## src/rtl/fifo_packer.sv

```systemverilog
// Packs successive upstream fifo bytes into one PACK-lane word with a valid/ready output.
// Define FIFO_PACKER_PARITY_EN to add the per-lane even-parity output out_parity.
module fifo_packer #(
    parameter int DATA_WIDTH = 8,
    parameter int PACK       = 4
) (
    input  logic                          clk,
    input  logic                          reset,
    output logic                          fifo_rd_en,
    input  logic [DATA_WIDTH-1:0]         fifo_data_out,
    input  logic                          fifo_empty,
    input  logic                          flush,
    output logic                          out_valid,
    input  logic                          out_ready,
    output logic [DATA_WIDTH*PACK-1:0]    out_data,
    output logic [$clog2(PACK+1)-1:0]     out_count
`ifdef FIFO_PACKER_PARITY_EN
    ,
    output logic [PACK-1:0]               out_parity
`endif
);

    localparam int CW = $clog2(PACK + 1);
    localparam logic [CW:0]   PACK_W = (CW + 1)'(PACK);
    localparam logic [CW-1:0] LAST_C = CW'(PACK - 1);

    typedef enum logic {FILL, OUT} state_t;

    state_t          state_reg, state_next;
    logic [CW-1:0]   lane_cnt_reg;
    logic            inflight_reg;
    logic            flush_pend_reg;
    logic            started_reg;
    logic [CW:0]     fill_sum;
    logic            last_capture;
    logic            flush_go;
    logic            transfer;

    assign fill_sum     = {1'b0, lane_cnt_reg} + (CW + 1)'(inflight_reg);
    assign last_capture = inflight_reg && (lane_cnt_reg == LAST_C);
    assign flush_go     = flush_pend_reg && !inflight_reg;
    assign transfer     = (state_reg == OUT) && out_ready;

    // State register
    always_ff @(posedge clk or negedge reset) begin
        if (!reset) begin
            state_reg <= FILL;
        end else begin
            state_reg <= state_next;
        end
    end

    // Next-state logic
    always_comb begin
        state_next = state_reg;
        case (state_reg)
            FILL: if (last_capture || flush_go) state_next = OUT;
            OUT:  if (out_ready)                state_next = FILL;
            default: state_next = FILL;
        endcase
    end

    // Output logic; started_reg keeps reads off during the first cycle after reset release
    always_comb begin
        fifo_rd_en = (state_reg == FILL) && started_reg && !fifo_empty
                     && (fill_sum < PACK_W) && !flush_pend_reg;
        out_valid  = (state_reg == OUT);
        out_count  = out_valid ? lane_cnt_reg : '0;
    end

    always_ff @(posedge clk or negedge reset) begin
        if (!reset) begin
            lane_cnt_reg   <= '0;
            inflight_reg   <= 1'b0;
            flush_pend_reg <= 1'b0;
            started_reg    <= 1'b0;
        end else begin
            started_reg  <= 1'b1;
            inflight_reg <= fifo_rd_en;
            if (transfer) begin
                lane_cnt_reg   <= '0;
                flush_pend_reg <= 1'b0;
            end else begin
                if (inflight_reg) begin
                    lane_cnt_reg <= lane_cnt_reg + CW'(1);
                end
                // A flush with nothing captured or pending is dropped
                if ((state_reg == FILL) && flush && (fill_sum != '0)) begin
                    flush_pend_reg <= 1'b1;
                end
            end
        end
    end

    genvar gi;
    generate
        for (gi = 0; gi < PACK; gi++) begin : g_lane
            logic [DATA_WIDTH-1:0] lane_reg;

            always_ff @(posedge clk or negedge reset) begin
                if (!reset) begin
                    lane_reg <= '0;
                end else if (transfer) begin
                    lane_reg <= '0;
                end else if (inflight_reg && (lane_cnt_reg == CW'(gi))) begin
                    lane_reg <= fifo_data_out;
                end
            end

            assign out_data[gi*DATA_WIDTH +: DATA_WIDTH] = lane_reg;
`ifdef FIFO_PACKER_PARITY_EN
            assign out_parity[gi] = ^out_data[gi*DATA_WIDTH +: DATA_WIDTH];
`endif
        end
    endgenerate

endmodule
```

## config.mk

```make
export PLATFORM = sky130hd
export DESIGN_NAME = fifo_packer
export DESIGN_NICKNAME = d
export VERILOG_FILES = /design/src/rtl/fifo_packer.sv
export SDC_FILE = /design/constraint.sdc
export NUM_CORES = 1
export LEC_CHECK = 0
export BUFFER_PORTS_ARGS = -buffer_cell sky130_fd_sc_hd__buf_2
export CAP_MARGIN = 20
export CORE_ASPECT_RATIO = 1.5
export CORE_MARGIN = 2
export CORE_UTILIZATION = 50
export DETAILED_ROUTE_END_ITERATION = 12
export GPL_TIMING_DRIVEN = 0
export PLACE_DENSITY = 0.74
export SYNTH_ARGS = -nofsm -noshare
export SYNTH_HDL_FRONTEND = slang
export SYNTH_SLANG_ARGS = --single-unit
```

## constraint.sdc

```tcl
create_clock -name clk -period 1.6 [get_ports clk]
set_input_delay 0.16 -clock clk [delete_from_list [all_inputs] [get_ports clk]]
set_output_delay 0.16 -clock clk [all_outputs]
set_load 0.02 [all_outputs]
```

Word-level counts from Yosys, hierarchy flattened
Index checks and enable logic that the tools add are counted.
{ "op_classes": {"addsub": 2, "n_lt_le_gt_ge": 1, "eq_ne": 3, "n_mux": 16, "bitwise_logic": 1, "reduce_logical": 24} }
{ "op_table": {"columns": ["cell", "n"], "rows": [
  ["$mux 8", 8],
  ["$logic_and 1x1->1", 12],
  ["$reduce_bool 2->1", 6],
  ["$mux 3", 3],
  ["$eq 3x2->1 const B", 2],
  ["$add 3x1->4", 1],
  ["$lt 4x3->1 const B", 1],
  ["$mux 1", 4],
  ["$reduce_bool 4->1", 1],
  ["$add 3x1->3 const B", 1],
  ["$eq 3x1->1 const B", 1],
  ["$logic_not 1->1", 3],
  ["$logic_not 3->1", 1],
  ["$pmux 1 s2", 1],
  ["$logic_or 1x1->1", 1],
  ["$not 1->1", 1]
]} }
{ "totals": {"reg_bits": 39, "out_inout_bits": 37, "elab_cells": 56} }

Depth between registers and ports, before layout
{ "depth": {"word_depth": 5, "ltp_mapped": 7} }

Worst setup path after synthesis
No wires, ideal clock.
{ "synth_timing": {"path_kind": "reg-to-reg", "start": "reg lane_cnt_reg[0]", "end": "reg inflight_reg", "setup_ps": 205, "t_arrival_ps": 1783, "required_time_ps": 1395, "setup_slack_ps": -388, "stages_incl_launch_ff": 6, "period_less_slack_ps": 1988, "cell_sequence": "dfrtp_1 -> ha_1 -> ha_1 -> a21boi_0 -> a21oi_1 -> nor4_1"} }
{ "synth_via": {"elab_chain_len": 4} }
{ "synth_rtl": {"columns": ["element", "line", "rtl"], "rows": [
  ["start: declaration", "30", "logic [CW-1:0] lane_cnt_reg;"],
  ["start signal: assignment", "85", "lane_cnt_reg <= lane_cnt_reg + CW'(1);"],
  ["$add 3x1->4", "39", "assign fill_sum = {1'b0, lane_cnt_reg} + (CW + 1)'(inflight_reg);"],
  ["$lt 4x3->1", "66", "&& (fill_sum < PACK_W) && !flush_pend_reg;"],
  ["$logic_and 1x1->1 (2 in a row)", "66", null],
  ["net fifo_rd_en", "9", "output logic fifo_rd_en,"],
  ["end signal: assignment", "79", "inflight_reg <= fifo_rd_en;"],
  ["end: declaration", "31", "logic inflight_reg;"]
]} }
The timed path passes the listed nets, and every way through them passes these cells.
A chain may end at the register's enable or synchronous reset.

Worst setup path in the final report
{ "layout_timing": {"start": "reg lane_cnt_reg[0]", "end": "out fifo_rd_en"} }
{ "layout_via": {"elab_chain_len": 4} }
{ "layout_rtl": {"columns": ["element", "line"], "rows": [
  ["$add 3x1->4", "39"],
  ["$lt 4x3->1", "66"],
  ["$logic_and 1x1->1 (2 in a row)", "66"],
  ["end: declaration", "9"]
]} }
Every way passes these cells.

==> reports/results.txt <==
run status = complete, but fails checks
failing checks = negative hold slack, negative setup slack
CTS Root Buffer Type = clkbuf_8
Post-Place Cells = 279
pin count of the biggest net entering global routing = 40
Area Overhead vs Synth = 27.3%
cell family with the largest share of critical-path delay = flip-flops
register area = 978 um^2
fin crit period = 1.75 ns
Vias/cell = 5.18
fin crit share = 1.10
CP Capture Type = output port
DIE WIDTH = 53.5 um
switching share of power = 0.347
Critical Path Source Type = flip-flop
ANT nets after route = 0
worst skew pair latency = 0.29 ns
CTS Sinks = 39
Port Buffers = 49
grt ovf = 0
cell mode on critical path = ha_4
most common cell after layout, fill and taps aside = nand2_1
Clock Path Buffers = 2
die height = 78.3 um
clk_skew = 0.00617 ns
via count = 1498
Least-Margin Pin Slew = 0.863 ns
layout filler cell count = 334
Syn Inst Count = 187
first-pass GRT wire length = 6950 um
max cap viols = 0
Synth warnings = 0
Initial Util = 0.509
Fmax = 570 MHz
Tot GR Track Use = 0.226
combinational share of power = 0.323
post-route setup slack = -0.155 ns
Arr. time, crit path = 1.59 ns
htree depth = 2
Switch Pwr = 1.09 mW
total CTS buffers = 5
sequential share of the synthesized area = 0.530
DIE AREA = 4190 um^2
core box area = 3610 um^2
multi-input logic area = 816 um^2
RSZ-0062 raised after global routing = true
post-route core utilization = 0.648
DRC viols = 0
Hold Vio Cnt, Final = 36
largest fanout on the critical path = 2
synthesized area per cell = 9.84 um^2
PwrDens = 1340 nW/um^2
pre-CTS setup slack = -0.147 ns
Slew Limit Fails = 0
dpl cell area = 2150 um^2
Sequential Power Share = 0.408
vias in the first global route = 1478
Worst EP required = 1.44 ns
Post-Layout Cell Count = 289
Clock power frac = 0.269
Yosys cell types = 25
Ports = 50
Routed Wire Length = 4160 um
Crit Path Class = flip-flop to output port
initial antenna violation count = 0
Slew headroom = 0.425
critical path cell sequence = ha_4 > ha_4 > a21boi_4 > a21oi_2 > nor4_4 > buf_4
Crit path buffers/inverters = 1
Ant. Diodes = 0
max FFs per register = 32
# hold bufs at CTS = 0
commonest cells after routing, fill and taps aside = nand2_1, buf_2, dfrtp_1
CP peak stage delay = 0.43 ns
Worst R2R Setup Slack = 0.08 ns
dpl hpwl = 2910 um
Post-Syn Nets = 207
drt wl/cell = 14.4 um
num rows = 27
Setup-failing EPs final = 1
Static Leak = 1.14 nW
flops & latches, synth = 39
TritonRoute pass-1 iters = 4
Layout Nets = 265
synthesized area = 1840 um^2
gp weighted congestion = 0.780
critical path's slowest cell = dfrtp_2
VDD IR max = 1.13 mV
1st-iter DRT viols = 11
Hold WC Path Type = input pin to asynchronous set/reset pin
fraction of layout cells with a size suffix above 1 = 0.411
Clock Pin Slew Worst Setup and Hold Paths = 0.08 ns
final instance area = 2340 um^2
Int Power = 2.04 mW
Hold WS = -0.0237 ns
CTS tree = built
[repair_timing]
item,in CTS,in global routing
setup buffers,2,1
gates resized for setup,8,6
endpoints found under the setup margin,1,10
pin swaps,2,1
[layout make-up]
cell class / count / area share
Buffer: 9 / 0.0374
Clock buffer: 6 / 0.0353
Clock inverter: 2 / 0.0150
Inverter: 5 / 0.00801
Multi-Input combinational cell: 133 / 0.348
Sequential cell: 39 / 0.418
Tap cell: 43 / 0.0230
Timing Repair Buffer: 52 / 0.115
[cell families (layout without fill, tap and decap cells)]
kind of cell	after synthesis	after routing	synth area share
simple gates	84	84	0.203
compound gates	39	39	0.146
flops	39	39	0.530
buf+inv	15	74	0.0605
fa+ha+maj	7	7	0.0476
other cells	1	1	0.00204
xor+xnor	1	1	0.00476
mux	1	1	0.00544
[path summary, 6_finish.rpt]
| check | endpoint | startpoint | depth (start not counted) |
|---|---|---|---|
| setup / recovery | fifo_rd_en | lane_cnt_reg[0]$_DFFE_PN0P_ | 6 |
| hold / removal | g_lane[0].lane_reg[7]$_DFFE_PN0P_ | reset | 1 |
| setup reg to reg | flush_pend_reg$_DFFE_PN0P_ | lane_cnt_reg[0]$_DFFE_PN0P_ | 6 |
| hold reg to reg | g_lane[0].lane_reg[7]$_DFFE_PN0P_ | g_lane[0].lane_reg[7]$_DFFE_PN0P_ | 2 |
| max in group asynchronous | lane_cnt_reg[1]$_DFFE_PN0P_ | reset | 1 |
| min in group clk | g_lane[2].lane_reg[7]$_DFFE_PN0P_ | fifo_data_out[7] | 3 |
[Yosys cell counts, drive strengths merged]
| library cell | count | area, um^2 |
|---|---|---|
| a211o | 1 | 10.0 |
| a211oi | 1 | 7.51 |
| a21boi | 1 | 7.51 |
| a21oi | 35 | 235 |
| and2 | 5 | 31.3 |
| and3b | 3 | 28.8 |
| buf | 10 | 92.6 |
| conb | 1 | 3.75 |
| dfrtp | 39 | 976 |
| ha | 7 | 87.6 |
| inv | 5 | 18.8 |
| mux2i | 1 | 10.0 |
| nand2 | 65 | 246 |
| nand2b | 2 | 12.5 |
| nand3b | 3 | 30.0 |
| nor2 | 5 | 18.8 |
| nor4 | 1 | 6.26 |
| o221ai | 1 | 8.76 |
| xnor2 | 1 | 8.76 |
[stage by stage]
stage,TNS (ns),power (mW)
final,-0.155,3.13
after global routing,-0.217,3.32
after CTS,-0.186,3.14
after detailed placement,-0.147,2.25
after global placement,-0.104,2.22
after floorplan,0,1.94
[worst register-to-register path, delay by kind of cell, from the launching register on]
family	cells	cell delay, ns
buf+inv	1	0.13
fa+ha+maj	2	0.35
compound gates	3	0.52
flops	1	0.43
[power groups by stage]
stage	Clock (mW)	Sequential (mW)	Combinational [mW]
after floorplan	0	1.41	0.529
after global placement	0	1.29	0.933
after detailed placement	0	1.30	0.950
after CTS	0.865	1.27	1.01
after global routing	0.905	1.30	1.11
final	0.842	1.28	1.01
[routing by layer]
layer / GRT usage / up-vias / routed length, um
met4: 0.108 / 0 / 129
met2: 0.370 / 43 / 2160
met5: 0 / - / 0
met3: 0.0418 / 10 / 158
li1: - / 719 / -
met1: 0.278 / 726 / 1710
(Power assumes the default switching activity.)
